$ cat src/rtl/input_conditioner.sv
// input_conditioner: per-bit synchroniser, tick-sampled debouncer, edge pulses and sticky change flags
module input_conditioner #(
  parameter int NUM_INPUT_PADS = 70,
  parameter int SYNC_STAGES    = 2,
  parameter int PRESCALE       = 1000,
  parameter int DB_COUNT       = 4
) (
  input  logic                      clk,
  input  logic                      rst,
  input  logic [NUM_INPUT_PADS-1:0] input_in,
  input  logic                      enable,
  input  logic [NUM_INPUT_PADS-1:0] changed_clr,
  output logic [NUM_INPUT_PADS-1:0] clean_out,
  output logic [NUM_INPUT_PADS-1:0] rise_out,
  output logic [NUM_INPUT_PADS-1:0] fall_out,
  output logic [NUM_INPUT_PADS-1:0] changed_out,
  output logic                      tick_out
);
  localparam int N  = NUM_INPUT_PADS;
  localparam int PW = PRESCALE > 1 ? $clog2(PRESCALE) : 1;
  localparam int CW = $clog2(DB_COUNT + 1);
  logic [SYNC_STAGES-1:0][N-1:0] sync_q, sync_d;
  logic [PW-1:0] pcnt_q, pcnt_d;
  logic tick_q, tick_d;
  logic [N-1:0] clean_q, clean_d, rise_q, rise_d, fall_q, fall_d, changed_q, changed_d;
  logic [N-1:0][CW-1:0] cnt_q, cnt_d;
  logic [N-1:0] diff, hit;
  always_comb begin
    sync_d = {sync_q[SYNC_STAGES-2:0], input_in};
    pcnt_d = !enable ? pcnt_q : (pcnt_q == PW'(PRESCALE - 1)) ? '0 : pcnt_q + PW'(1);
    tick_d = enable && (pcnt_d == PW'(PRESCALE - 1));
    diff = sync_q[SYNC_STAGES-1] ^ clean_q;
    hit = '0;
    cnt_d = cnt_q;
    for (int i = 0; i < N; i++) begin
      hit[i] = tick_q && diff[i] && (cnt_q[i] == CW'(DB_COUNT - 1));
      cnt_d[i] = !tick_q ? cnt_q[i] : (!diff[i] || hit[i]) ? '0 : cnt_q[i] + CW'(1);
    end
    clean_d = clean_q ^ hit;
    rise_d = hit & clean_d;
    fall_d = hit & ~clean_d;
    // a set arriving together with a clear wins
    changed_d = (changed_q & ~changed_clr) | rise_d | fall_d;
  end
  always_ff @(posedge clk) begin
    if (rst) begin
      sync_q    <= '0;
      pcnt_q    <= '0;
      tick_q    <= 1'b0;
      cnt_q     <= '0;
      clean_q   <= '0;
      rise_q    <= '0;
      fall_q    <= '0;
      changed_q <= '0;
    end else begin
      sync_q    <= sync_d;
      pcnt_q    <= pcnt_d;
      tick_q    <= tick_d;
      cnt_q     <= cnt_d;
      clean_q   <= clean_d;
      rise_q    <= rise_d;
      fall_q    <= fall_d;
      changed_q <= changed_d;
    end
  end
  assign clean_out   = clean_q;
  assign rise_out    = rise_q;
  assign fall_out    = fall_q;
  assign changed_out = changed_q;
  assign tick_out    = tick_q;
endmodule

$ cat config.mk
export PLATFORM = sky130hd
export DESIGN_NAME = input_conditioner
export DESIGN_NICKNAME = d
export VERILOG_FILES = /design/src/rtl/input_conditioner.sv
export SDC_FILE = /design/constraint.sdc
export NUM_CORES = 1
export LEC_CHECK = 0
export CAP_MARGIN = 20
export CORE_MARGIN = 5
export CORE_UTILIZATION = 53
export DETAILED_ROUTE_END_ITERATION = 10
export GPL_TIMING_DRIVEN = 1
export PLACE_DENSITY = 0.86
export SLEW_MARGIN = 10
export SYNTH_ARGS = -nofsm -noshare
export SYNTH_HDL_FRONTEND = slang
export SYNTH_SLANG_ARGS = --single-unit
$ cat constraint.sdc
create_clock -name clk -period 2.2 [get_ports clk]
set_input_delay 0.55 -clock clk [delete_from_list [all_inputs] [get_ports clk]]
set_output_delay 0.55 -clock clk [all_outputs]
set_load 0.1 [all_outputs]
==> out/qor.csv, run 1 <==
stage;metric;value;unit
critical_path;critical path arrival;1460;ps
yosys;Seq cells post-synth;641;
clock_network;clock sink total;641;
critical_path;CP Max Fanout;32;
yosys;syn_area_per_cell;10.2;um2
detailed_routing;vias per cell;5.08;
detailed_routing;Vias;18100;
critical_path;Cell Chain, Critical Path;buf_12;
critical_path;crit end category;output port;
yosys;Adder-Cell Fraction of Synth Area;0.138;
detailed_routing;initial drt markers;708;
grt;first-pass GRT wire length;89.1;mm
placement;DP Cell Count;3443;
sta;RSZ-0062 raised after global routing;false;
cells_and_area;Post-Route Utilization;0.669;
grt;initial antenna violation count;2;
worst_hold_path;HP Class;primary input to flop;
critical_path;Reg-to-Reg Start;tick_out$_SDFF_PP0_;
yosys;XOR/XNOR share of the synthesized area;0.0267;
power_and_ir_drop;Switching Fraction;0.202;
power_and_ir_drop;leakage power;13.9;nW
critical_path;CP top delay family;flip-flops;
yosys;main combinational cell family by area after synthesis;simple AND/OR/NAND/NOR gates;
yosys;post-synth top area cell;dfxtp_1;
sta;Pins Over Slew Limit;0;
critical_path;crit path launch;tick_out$_SDFF_PP0_;
cells_and_area;Nets;3314;
cells_and_area;Fillers;3428;
power_and_ir_drop;switching pwr;0.00473;W
yosys;Mapped Cells;2494;
cells_and_area;share of cells above drive strength 1;0.169;
yosys;number of flops mapped to enable cells by yosys;0;
power_and_ir_drop;Sequential Power Share;0.503;
critical_path;Worst EP required;1650;ps
placement;gp weighted congestion;0.806;
cells_and_area;area of the multi-input gates;0.0117;mm2
detailed_routing;DR WL/cell;15.2;um
sta;setup ws final;189;ps
detailed_routing;Post-DRT Antenna Nets;0;
floorplan;Chip Width;230;um
clock_network;CTS tree;done;
cells_and_area;Layout area overhead;25.0;%
critical_path;worst path bufs/invs;1;
yosys;cell area after synthesis;0.0255;mm2
floorplan;std cell rows;80;
yosys;Yosys warning count;0;
clock_network;CTS Hold Buffers Added;0;
cells_and_area;final std cells w/o fill;3556;
floorplan;core area;0.0477;mm2
clock_network;htree depth;2;
placement;dpl ws;-4.51;ps
clock_network;CTS root buffer;clkbuf_16;
floorplan;die area;0.0527;mm2
critical_path;type of the worst setup path;flop to output port;
sta;final worst-path cycle share;0.914;
yosys;Unique masters post-synth;43;
critical_path;R2R Setup Slk;440;ps
outcome;status;finished, final reports clean;
power_and_ir_drop;clock power share;0.470;
power_and_ir_drop;Final Power;0.0234;W
power_and_ir_drop;Logic pwr share;0.028;
power_and_ir_drop;internal power;0.0187;W
floorplan;initial core utilization;0.535;
grt;Total GRT Usage;0.198;
sta;final setup fails;0;
power_and_ir_drop;PwrDens;733;mW/mm2
clock_network;clk_lat worst skew;610;ps
grt;largest net degree at the start of global routing;95;
yosys;Synth async-reset ratio;0;
sta;Slew headroom;0.641;
sta;Setup Skew;20.3;ps
detailed_routing;Routed WL;54.2;mm
sta;Sum Neg Setup Slack;0;ps
cells_and_area;register cell area after layout;0.0128;mm2
grt;number of global-route vias before repair;19000;
yosys;complex-gate fraction of the synthesized area;0.0552;
floorplan;I/O pin count;424;
clock_network;Clock Pin Slew Worst Setup and Hold Paths;60;ps
grt;Congestion Overflow GR;0;
yosys;synth top area cells;dfxtp_1 (50%), ha_1 (14%), nor2b_1 (6.9%);
job;number of max-cap violations;0;
yosys;Seq/Total Area, Yosys;0.502;
sta;Final min period;2010;ps
critical_path;Crit-path slowest cell;dfxtp_4;
detailed_routing;DRC;0;
placement;Port-buffer cells;423;
worst_hold_path;Worst Hold Launch;rst;
clock_network;cts repair resizes;0;
yosys;Synth Area in Simple Gates;0.206;
sta;number of hold violations in the final report;0;
yosys;top_reg_cell synth;dfxtp_1;
yosys;post-synth net total;2918;
yosys;top-area cell type share of the netlist area;0.502;
critical_path;crit-path max cell delay;620;ps
clock_network;post-CTS setup buffer count;0;
placement;post-DP HPWL;37.7;mm
floorplan;DIE HEIGHT;230;um
clock_network;TritonCTS buffer count;60;
critical_path;CP Launch Type;flop;
yosys;post-synthesis mux area share;0.0312;
sta;Max Freq;0.497;GHz
power_and_ir_drop;IR drop worst, VDD;0.782;mV
sta;Worst-Margin Slew;538;ps
clock_network;CTS max path bufs;3;
detailed_routing;First-pass DRT Iterations;5;
==> placed cells by master (no fill, tap or decap), types with 2 or more instances in the layout <==
master,count
mux2_2,70
nand4_1,3
a2bb2oi_1,70
clkbuf_1,8
xor2_1,73
nor3_1,2
nand2_1,73
a21oi_1,143
o21ai_0,2
and2_1,2
clkinv_2,9
clkdlybuf4s50_1,141
ha_1,281
dfxtp_1,640
buf_4,295
and3_1,70
nor2_1,289
inv_6,2
xnor2_1,5
nor2b_1,280
and4_1,2
clkbuf_8,17
buf_12,16
nand4b_1,70
clkbuf_16,61
nand2b_1,70
clkinv_4,4
nand3b_1,70
inv_1,141
clkinvlp_4,2
bufinv_16,8
==> final timing paths <==
check,cells past startpoint,endpoint
hold / removal,2,cnt_q[119]$_SDFFE_PP0P_
setup / recovery,1,tick_out
setup reg to reg,5,changed_out[7]$_SDFF_PP0_
hold reg to reg,1,sync_q[128]$_SDFF_PP0_
==> per-layer routing <==
metal  wire (um)  GRT usage  vias to the layer above
li1            -          -                     9035
met1       21700      0.218                     8570
met2       28400      0.374                      354
met3        2510     0.0436                      111
met4        1520     0.0667                        2
met5          13          0                        -
==> Yosys cell counts, drive strengths merged (3+ instances only) <==
master / number
ha: 281
nand2: 73
a2bb2oi: 70
nand2b: 70
clkbuf: 85
inv: 141
mux2: 70
dfxtp: 641
nor2: 289
and3: 71
nand4: 4
buf: 34
nand3b: 70
nand4b: 70
xor2: 73
nor2b: 280
xnor2: 5
a21oi: 143
and4: 3
==> cell type report <==
class                   count  share of cell area
inverters                 142              0.0168
well taps                 615              0.0241
clock buffers              86              0.0561
diodes                      1           0.0000784
repair buffers            453               0.124
clock inverters            26              0.0114
flip-flops and latches    641               0.402
multi-input cells        1592               0.366
==> power by group through the flow <==
stage | Sequential, W | Clock [W] | Combinational [W]
2_1_floorplan | 0.0120 | 0 | 0.000315
3_3_place_gp | 0.0120 | 0 | 0.000635
3_5_place_dp | 0.0120 | 0 | 0.000647
4_1_cts | 0.0118 | 0.0112 | 0.000655
5_1_grt | 0.0118 | 0.0118 | 0.000704
6_report | 0.0118 | 0.0110 | 0.000652
==> sequential cells by signal, summed over array words and instances, names as in the netlist <==
signal,cells
rise_out,70
clean_out,70
fall_out,70
changed_out,70
pcnt_q,10
sync_d,70
cnt_q,210
sync_q,70
tick_out,1
==> cells by family (layout without fill, tap and decap cells) <==
kind of cell	count (synthesis)	count (layout)
flip-flops	641	641
multiplexers	71	71
buffers and inverters	261	707
AO/OA/AOI/OAI	222	222
AND/OR/NAND/NOR	940	940
adder cells (fa/ha/maj)	281	281
other	0	1
XOR/XNOR	78	78
==> stage by stage <==
stage               cell area (um2)  hold WS, ps
finish                        31900          324
global route                  31900          301
CTS                           31900          287
detailed placement            29800          420
global placement              29800          416
floorplan                     25500          414
(Power assumes the default switching activity.)
==> run 2: changes to the inputs <==
- ABC_CLOCK_PERIOD_IN_PS: not set -> 1950
- clock period: 2.2 -> 1.95 ns (I/O delays scaled with it)
==> run 2 against run 1 <==
Critical path depth is the same. Combinational power grew 17%. Die area did not move. Via count increased by 2.3%. Final area grew 7.1%. Utilization increased by 4.7 points. Sequential power up 13%. Flip-flop and latch count unchanged. Clock-buffer cell count grew 9. Clock skew rose by 3.6 ps. Critical path type unchanged. Largest power group unchanged.
==> out/qor.csv, run 2 (synthesized netlist as in run 1, its figures left out) <==
stage;metric;value;unit
outcome;status;finished, final reports clean;
floorplan;std cell rows;80;
floorplan;initial core utilization;0.535;
sta;setup ws final;132;ps
critical_path;type of the worst setup path;flop to output port;
clock_network;clk_lat worst skew;610;ps
sta;RSZ-0062 raised after global routing;false;
worst_hold_path;Worst Hold Launch;rst;
clock_network;cts repair resizes;0;
critical_path;Crit-path slowest cell;dfxtp_1;
grt;largest net degree at the start of global routing;74;
power_and_ir_drop;PwrDens;748;mW/mm2
placement;post-DP HPWL;41.6;mm
power_and_ir_drop;Final Power;0.0256;W
floorplan;DIE HEIGHT;230;um
critical_path;Cell Chain, Critical Path;buf_12;
floorplan;Chip Width;230;um
detailed_routing;Post-DRT Antenna Nets;0;
sta;number of hold violations in the final report;0;
sta;Max Freq;0.550;GHz
sta;Final min period;1820;ps
grt;number of global-route vias before repair;20000;
floorplan;I/O pin count;424;
power_and_ir_drop;leakage power;14.4;nW
cells_and_area;final std cells w/o fill;3566;
cells_and_area;Layout area overhead;33.8;%
critical_path;crit path launch;clean_out[69]$_SDFF_PP0_;
placement;dpl ws;-143;ps
clock_network;CTS tree;done;
sta;Setup Skew;23.9;ps
cells_and_area;Fillers;3031;
detailed_routing;Vias;18500;
clock_network;CTS max path bufs;3;
sta;final worst-path cycle share;0.932;
grt;initial antenna violation count;3;
detailed_routing;routed length on met2;32.6;mm
detailed_routing;Routed WL;59.4;mm
power_and_ir_drop;IR drop worst, VDD;0.735;mV
sta;final setup fails;0;
grt;first-pass GRT wire length;97.4;mm
cells_and_area;Nets;3327;
clock_network;clock sink total;641;
worst_hold_path;HP Class;primary input to flop;
sta;Worst-Margin Slew;531;ps
critical_path;crit end category;output port;
sta;Slew headroom;0.646;
critical_path;CP top delay family;flip-flops;
clock_network;CTS Hold Buffers Added;0;
clock_network;Clock Pin Slew Worst Setup and Hold Paths;60;ps
cells_and_area;Top reg by flops;cnt_q;
clock_network;TritonCTS buffer count;61;
floorplan;die area;0.0527;mm2
cells_and_area;most frequent cells in the layout;dfxtp_1 (640), nor2_1 (289), ha_1 (281);
clock_network;CTS root buffer;clkbuf_16;
detailed_routing;DRC;0;
floorplan;core area;0.0477;mm2
cells_and_area;share of cells above drive strength 1;0.169;
critical_path;Worst EP required;1460;ps
placement;Port-buffer cells;423;
critical_path;Reg-to-Reg Start;tick_out$_SDFF_PP0_;
detailed_routing;First-pass DRT Iterations;5;
detailed_routing;vias per cell;5.18;
clock_network;post-CTS setup buffer count;0;
detailed_routing;DR WL/cell;16.7;um
detailed_routing;met1 wire length;22.4;mm
job;number of max-cap violations;0;
grt;Congestion Overflow GR;0;
critical_path;critical path arrival;1330;ps
critical_path;worst path bufs/invs;1;
critical_path;crit-path max cell delay;500;ps
cells_and_area;commonest non-fill, non-tap cell in the layout;dfxtp_1;
grt;Total GRT Usage;0.218;
sta;Pins Over Slew Limit;0;
detailed_routing;initial drt markers;830;
detailed_routing;WL met3;3.22;mm
cells_and_area;max reg flops;210;
placement;gp weighted congestion;0.784;
critical_path;CP Launch Type;flop;
clock_network;htree depth;2;
detailed_routing;Top Layer Used;met4;
critical_path;CP Max Fanout;4;
placement;DP Cell Count;3455;
-- run 2: final timing paths --
kind | end | slack (ps) | cells past startpoint
max | clean_out[69] | 130 | 1
min | cnt_q[162]$_SDFFE_PP0P_ | 310 | 2
max reg2reg | changed_out[32]$_SDFF_PP0_ | 290 | 6
min reg2reg | sync_q[81]$_SDFF_PP0_ | 430 | 1
-- run 2: final cells by class --
class	instances	area, um2	area share
Inverter	142	536	0.0157
Timing Repair Buffer	465	6390	0.187
Tap cell	615	769	0.0225
Clock buffer	95	1870	0.0546
Antenna cell	2	5.00	0.000146
Multi-Input combinational cell	1592	11700	0.342
Sequential cell	641	12800	0.375
Clock inverter	14	109	0.00318
-- run 2: layer usage --
| metal | up-vias | GRT usage |
|---|---|---|
| met5 | - | 0 |
| met4 | 0 | 0.0598 |
| met3 | 109 | 0.0539 |
| met2 | 417 | 0.429 |
| met1 | 8907 | 0.228 |
| li1 | 9049 | - |
-- run 2: power breakdown --
part	switching, W	leakage [nW]	internal (W)
Clock	0.00486	0.976	0.00667
Combinational	0.000344	8.22	0.000417
Sequential	0.0000505	5.19	0.0132
Total	0.00525	14.4	0.0203
-- run 2: stage by stage --
step	utilization	area [um2]	hold slack, ps	TNS [ps]
after global placement	0.675	32200	416	-114
after floorplan	-	25500	414	0
after CTS	0.716	34200	293	0
after global routing	0.716	34200	302	0
after detailed placement	0.675	32200	425	-285
final	0.716	34200	313	0
